==> src/rtl/alu.sv <==
// 16-bit combinational ALU with N/Z/C/V flags and a flag capture register.
// Build option ALU_STICKY_V_EN: the captured V bit stays set until reset.
module alu #(
    parameter int WIDTH = 16
) (
    input  logic             clk,
    input  logic             rst_n,
    input  logic [WIDTH-1:0] A,
    input  logic [WIDTH-1:0] B,
    input  logic [2:0]       fun,
    input  logic             flag_we,
    output logic [WIDTH-1:0] R,
    output logic             N,
    output logic             Z,
    output logic             C,
    output logic             V,
    output logic [3:0]       flags_q
);

    typedef enum logic [2:0] {
        OP_ADD = 3'b000,
        OP_SUB = 3'b001,
        OP_AND = 3'b010,
        OP_OR  = 3'b011,
        OP_NOR = 3'b100,
        OP_SHL = 3'b101,
        OP_SHR = 3'b110,
        OP_ASR = 3'b111
    } op_e;

    op_e              op;
    logic [WIDTH:0]   sum;
    logic [WIDTH:0]   diff;
    logic [3:0]       shamt;
    logic [3:0]       flags_d;

    assign op    = op_e'(fun);
    assign sum   = {1'b0, A} + {1'b0, B};
    assign diff  = {1'b0, A} - {1'b0, B};
    assign shamt = B[3:0];

    always_comb begin
        R = '0;
        C = 1'b0;
        V = 1'b0;
        unique case (op)
            OP_ADD: begin
                R = sum[WIDTH-1:0];
                C = sum[WIDTH];
                V = (A[WIDTH-1] == B[WIDTH-1]) && (sum[WIDTH-1] != A[WIDTH-1]);
            end
            OP_SUB: begin
                // Bit 16 of the zero-extended difference is the borrow.
                R = diff[WIDTH-1:0];
                C = ~diff[WIDTH];
                V = (A[WIDTH-1] != B[WIDTH-1]) && (diff[WIDTH-1] != A[WIDTH-1]);
            end
            OP_AND: R = A & B;
            OP_OR:  R = A | B;
            OP_NOR: R = ~(A | B);
            OP_SHL: R = A << shamt;
            OP_SHR: R = A >> shamt;
            OP_ASR: R = WIDTH'($signed(A) >>> shamt);
            default: R = '0;
        endcase
    end

    assign N = R[WIDTH-1];
    assign Z = (R == '0);

`ifdef ALU_STICKY_V_EN
    assign flags_d = {N, Z, C, V | flags_q[0]};
`else
    assign flags_d = {N, Z, C, V};
`endif

    always_ff @(posedge clk) begin
        if (!rst_n) begin
            flags_q <= '0;
        end else if (flag_we) begin
            flags_q <= flags_d;
        end
    end

endmodule

==> config.mk <==
export PLATFORM = sky130hd
export DESIGN_NAME = alu
export DESIGN_NICKNAME = d
export VERILOG_FILES = /design/src/rtl/alu.sv
export SDC_FILE = /design/constraint.sdc
export NUM_CORES = 1
export LEC_CHECK = 0
export CORE_ASPECT_RATIO = 1.75
export CORE_MARGIN = 10
export CORE_UTILIZATION = 58
export DETAILED_ROUTE_END_ITERATION = 8
export GPL_TIMING_DRIVEN = 0
export PLACE_DENSITY = 0.84
export REMOVE_ABC_BUFFERS = 1
export SYNTH_ARGS = -nofsm -noshare
export SYNTH_HDL_FRONTEND = slang
export SYNTH_SLANG_ARGS = --single-unit
==> constraint.sdc <==
create_clock -name clk -period 5.7 [get_ports clk]
set_clock_uncertainty 0.1 [all_clocks]
set_input_delay 0.855 -clock clk [delete_from_list [all_inputs] [get_ports clk]]
set_output_delay 0.855 -clock clk [all_outputs]
set_load 0.03 [all_outputs]
==> flow_metrics.tcl, run 1 <==
set metrics [dict create \
    slew_violations 0 \
    synth_most_common_cell "nor2_1" \
    hold_buffers 0 \
    synth_common_cells "53 x nor2_1, 50 x nand2_1, 49 x ha_1" \
    chipHeight_um 136 \
    end_kind "output port" \
    drcViolationCount 0 \
    rsz0062_at_grt "false" \
    fin_ws_ps 29.1 \
    synthCells 617 \
    ant_nets 0 \
    pwr-share-seq 0.044 \
    cts.clk_slew.worst_paths_ps 30 \
    largest_reg_flops 4 \
    swShare 0.518 \
    crit_path_start_kind "input port" \
    period_minus_slack_ps 5670 \
    pwr-share-clk 0.165 \
    clkLatencyLatePin_ps 230 \
    post_drt_via_cell_ratio 7.58 \
    tns_ps 0 \
    cts_max_level 1 \
    die_area_um2 11800 \
    power_leakage_nw 2.18 \
    gp_congestion 1.05 \
    p_switching_w 0.000353 \
    syn_area_um2 4480 \
    place_ws_ps -2480 \
    largestRegisters "flags_q (4)" \
    finalHoldViolations 0 \
    p_int_w 0.000328 \
    hold_depth 2 \
    yosysUniqueCellTypes 78 \
    fmax_mhz 176 \
    synth_top_area_frac 0.137 \
    place_hpwl_mm 14.0 \
    avgSynthCellArea_um2 7.26 \
    worst_pin_slew_ps 1100 \
    synth_top_area_cell "ha_1" \
    port_buffers 61 \
    multi_input_area_um2 4110 \
    yosysSeqAreaShare 0.0179 \
    worstReg2RegStart "flags_q[1]" \
    root_buffer "clkbuf_16" \
    grt_max_degree 53 \
    critPathArrivalTime_ps 4720 \
    dr_total_vias 5505 \
    hp-class "register to register" \
    grt_pass1_wl_mm 28.6 \
    antenna_found_initial 0 \
    drt_iter0_markers 749 \
    critical_path_class "input port to output port" \
    drive_gt1_frac 0.118 \
    regMostFlops "flags_q" \
    antennaDiodeCount 0 \
    yosys_warnings 0 \
    syn2layout_area_growth_pct 16.1 \
    ys_ff_latch 4 \
    synth_enable_flop_cells 0 \
    reg2reg_depth 2 \
    cts_made_buffers 3 \
    die_x_um 86.5 \
    cts_sinks 4 \
    gr-usage-all-layers 0.301 \
    irDropWorstVdd_v 0.000209 \
    wl_per_cell_um 25.4 \
    rows 42 \
    grt_pass1_vias 5268 \
    overflow 0 \
    power.density_nw_per_um2 131 \
    cp-startpoint "A[8]" \
    nets 729 \
    maxCapViolCount 0 \
    synthTopCellsByArea "ha_1 14%, mux4_2 12%, nor2_1 4.4%" \
    tritoncts "built" \
    setup_viol_count_final 0 \
    core_area_um2 7570 \
    start_util 0.592 \
    fin_crit_sh 0.995 \
    first_pass_iters 5 \
    post_cts_buffers 0 \
    worstPathMaxFanout 13 \
    pwr-share-comb 0.791 \
    slew_headroom 0.262 \
    ioPinCount 62 \
    min_from "flags_q[0]" \
    async_reset_ff_frac 0 \
    hold_slack_ps 391 \
    clockBufferDepth 2 \
    status "completed" \
    worstPathRequired_ps 4740 \
    wl_mm 18.5 \
    synthFlopType "dfxtp_1" \
    ff_latch_area_um2 80.1 \
    fillers 691 \
]
power groups by stage:
stage | registers [W] | logic (W) | clock network, W
after floorplan | 0.0000318 | 0.000314 | 0
after global placement | 0.0000299 | 0.000510 | 0
after detailed placement | 0.0000300 | 0.000514 | 0
after CTS | 0.0000297 | 0.000522 | 0.000112
after global routing | 0.0000297 | 0.000571 | 0.000112
final | 0.0000297 | 0.000538 | 0.000112
critical path, cell delays in order:
cell and delay, ps:
clkdlybuf4s15_1 540, inv_1 100, ha_1 470, or3_1 500
nor3_1 240, o31ai_2 150, a311oi_2 520, o21ai_0 250
mux2i_1 170, or2_2 300, clkdlybuf4s50_1 610
cell type report:
class	instances	share of cell area
well taps	88	0.0212
repair buffers	63	0.120
flip-flops and latches	4	0.0154
clock buffers	3	0.0144
inverters	51	0.0397
multi-input cells	517	0.790
cells by family (layout without fill, tap and decap cells):
| family | count (synthesis) | count (layout) | share of synthesized area |
|---|---|---|---|
| AND/OR/NAND/NOR | 231 | 231 | 0.267 |
| adder cells (fa/ha/maj) | 51 | 51 | 0.146 |
| XOR/XNOR | 7 | 7 | 0.0137 |
| buffers and inverters | 96 | 117 | 0.0860 |
| flip-flops | 4 | 4 | 0.0179 |
| AO/OA/AOI/OAI | 190 | 190 | 0.308 |
| multiplexers | 38 | 38 | 0.162 |
per-layer routing:
layer  GRT usage  vias up  routed length (µm)
met3      0.0449      114                1580
met2       0.513      433                9120
met1       0.330     2545                6310
li1            -     2413                   -
met5           0        -                   0
met4       0.205        0                1440
cells in the final DEF (no fill, tap or decap), drive strengths merged, types with 10 or more instances in the layout:
cell type,n
nand2,50
a21oi,30
a22oi,10
inv,46
clkdlybuf4s50,41
nor3,23
ha,49
nand2b,12
nor4,11
a211oi,11
mux4,26
o211ai,12
nand3,17
o31ai,12
o21ai,28
nor2,53
path summary, 6_finish.rpt:
path              slack (ps)          to
hold / removal           390  flags_q[0]
setup / recovery          30           V
hold reg to reg          390  flags_q[0]
setup reg to reg        4810  flags_q[1]
through the flow:
stage	util	cells	power, W	cell area, µm²
floorplan	-	572	0.000346	4290
global placement	0.662	721	0.000540	5010
detailed placement	0.664	723	0.000544	5030
CTS	0.681	726	0.000663	5150
global route	0.688	726	0.000713	5200
finish	0.688	726	0.000680	5200
what timing repair did:
| action | CTS | global route |
|---|---|---|
| endpoints found under the setup margin | 23 | 6 |
| resized for setup | 53 | 19 |
| pin swaps | 1 | 1 |
Note: power is estimated with default switching activity, not from simulation.
==> inputs of run 2 (changes only) <==
Settings changed: CORE_ASPECT_RATIO 1.75 to not set.
==> flow_metrics.tcl, run 2 (synthesis gave the netlist of run 1 again) <==
set metrics [dict create \
    tritoncts "built" \
    hp-class "register to register" \
    dr_total_vias 5474 \
    largestRegisters "flags_q (4)" \
    hold_depth 2 \
    final_common_cell "nor2_1" \
    regMostFlops "flags_q" \
    grt_pass1_wl_mm 27.3 \
    start_util 0.608 \
    rows 31 \
    setup_viol_count_final 0 \
    root_buffer "clkbuf_8" \
    cts_sinks 4 \
    cts_max_level 1 \
    place_hpwl_mm 13.0 \
    wl_mm 17.3 \
    slew_headroom 0.277 \
    hold_buffers 0 \
    critical_path_class "input port to output port" \
    rsz0062_at_grt "false" \
    period_minus_slack_ps 5580 \
    regToRegSetupSlack_ps 4830 \
    nets 728 \
    maxCapViolCount 0 \
    fmax_mhz 179 \
    power.total_w 0.000620 \
    slew_violations 0 \
    ant_nets 0 \
    gr-usage-all-layers 0.285 \
    clkLatencyLatePin_ps 210 \
    hold_end "flags_q[0]" \
    worstPathRequired_ps 4740 \
    finalHoldViolations 0 \
    fin_crit_sh 0.979 \
    worst_pin_slew_ps 1080 \
    core_area_um2 7370 \
    grt_max_degree 62 \
    drt_iter0_markers 663 \
    overflow 0 \
    status "completed" \
    critPathArrivalTime_ps 4620 \
    clockBufferDepth 2 \
    chipHeight_um 108 \
    placed_cell_area_um2 5020 \
    worstReg2RegStart "flags_q[1]" \
    power_leakage_nw 2.19 \
    antenna_found_initial 0 \
    gp_congestion 1.04 \
    port_buffers 61 \
    min_from "flags_q[0]" \
    worstPathMaxFanout 33 \
    final_area_um2 5170 \
    largest_reg_flops 4 \
    die_x_um 108 \
    drive_gt1_frac 0.116 \
    irDropWorstVdd_v 0.000161 \
    wl_per_cell_um 23.5 \
    reg2reg_depth 2 \
    power.density_nw_per_um2 120 \
    worstReg2RegEnd "flags_q[1]" \
    ioPinCount 62 \
    cts.clk_slew.worst_paths_ps 30 \
    grt_pass1_vias 5060 \
    cts_made_buffers 3 \
    crit_path_start_kind "input port" \
    post_cts_buffers 0 \
    first_pass_iters 5 \
    drcViolationCount 0 \
    syn2layout_area_growth_pct 15.3 \
    fillers 645 \
    post_drt_via_cell_ratio 7.44 \
    antennaDiodeCount 0 \
    die_area_um2 11600 \
    final_cell_mix "52 x nor2_1, 50 x nand2_1, 47 x ha_1" \
    end_kind "output port" \
]
## run 2: worst max path at each step
stage,start,endpoint,slack [ps],cells past startpoint
global placement,B[2],Z,-2390,12
floorplan,B[2],Z,140,10
detailed placement,B[2],Z,-2400,12
finish,B[0],Z,120,11
CTS,B[3],Z,-20,12
global route,B[0],Z,4,11
## run 2: per-layer routing
| metal | track usage | share of wire | wire length, µm |
|---|---|---|---|
| met1 | 0.374 | 0.38 | 6560 |
| met2 | 0.441 | 0.44 | 7690 |
| met3 | 0.0743 | 0.14 | 2430 |
| met4 | 0.0983 | 0.035 | 613 |
| met5 | 0 | 0 | 0 |
## run 2: power by group
part / switching [W] / internal (W) / total (W)
clock: 0.0000141 / 0.0000450 / 0.0000591
sequential: 0.000000392 / 0.0000292 / 0.0000296
combinational: 0.000325 / 0.000207 / 0.000532
## run 2: cell type report
cell class / count / area, µm² / area share
clock buffers: 3 / 41.3 / 0.00799
well taps: 99 / 124 / 0.0240
inverters: 51 / 208 / 0.0402
multi-input cells: 517 / 4100 / 0.794
repair buffers: 62 / 612 / 0.118
flip-flops and latches: 4 / 80.1 / 0.0155
## run 2: through the flow
step	utilization	hold WS (ps)	std cells	setup TNS [ps]	setup slack, ps
after floorplan	-	502	572	0	141
after global placement	0.681	367	732	-31250	-2390
after detailed placement	0.681	372	733	-29940	-2400
after CTS	0.695	379	736	-23.7	-23.7
after global routing	0.701	425	736	0	4.22
final	0.701	380	736	0	120
## run 2: critical path: stages
cell      delay [ps]
buf_4            420
inv_1            310
ha_1             330
mux2i_1          320
mux2i_1          190
a221oi_1         400
a22oi_1          160
or4_1            570
or4b_4           590
nor3_1           230
buf_4            210
## run 2: what timing repair did
| action | CTS | global route |
|---|---|---|
| resized for setup | 46 | 19 |
| setup endpoints to repair | 23 | 5 |
| cloned | 0 | 0 |
| hold endpoints to repair | 0 | 0 |
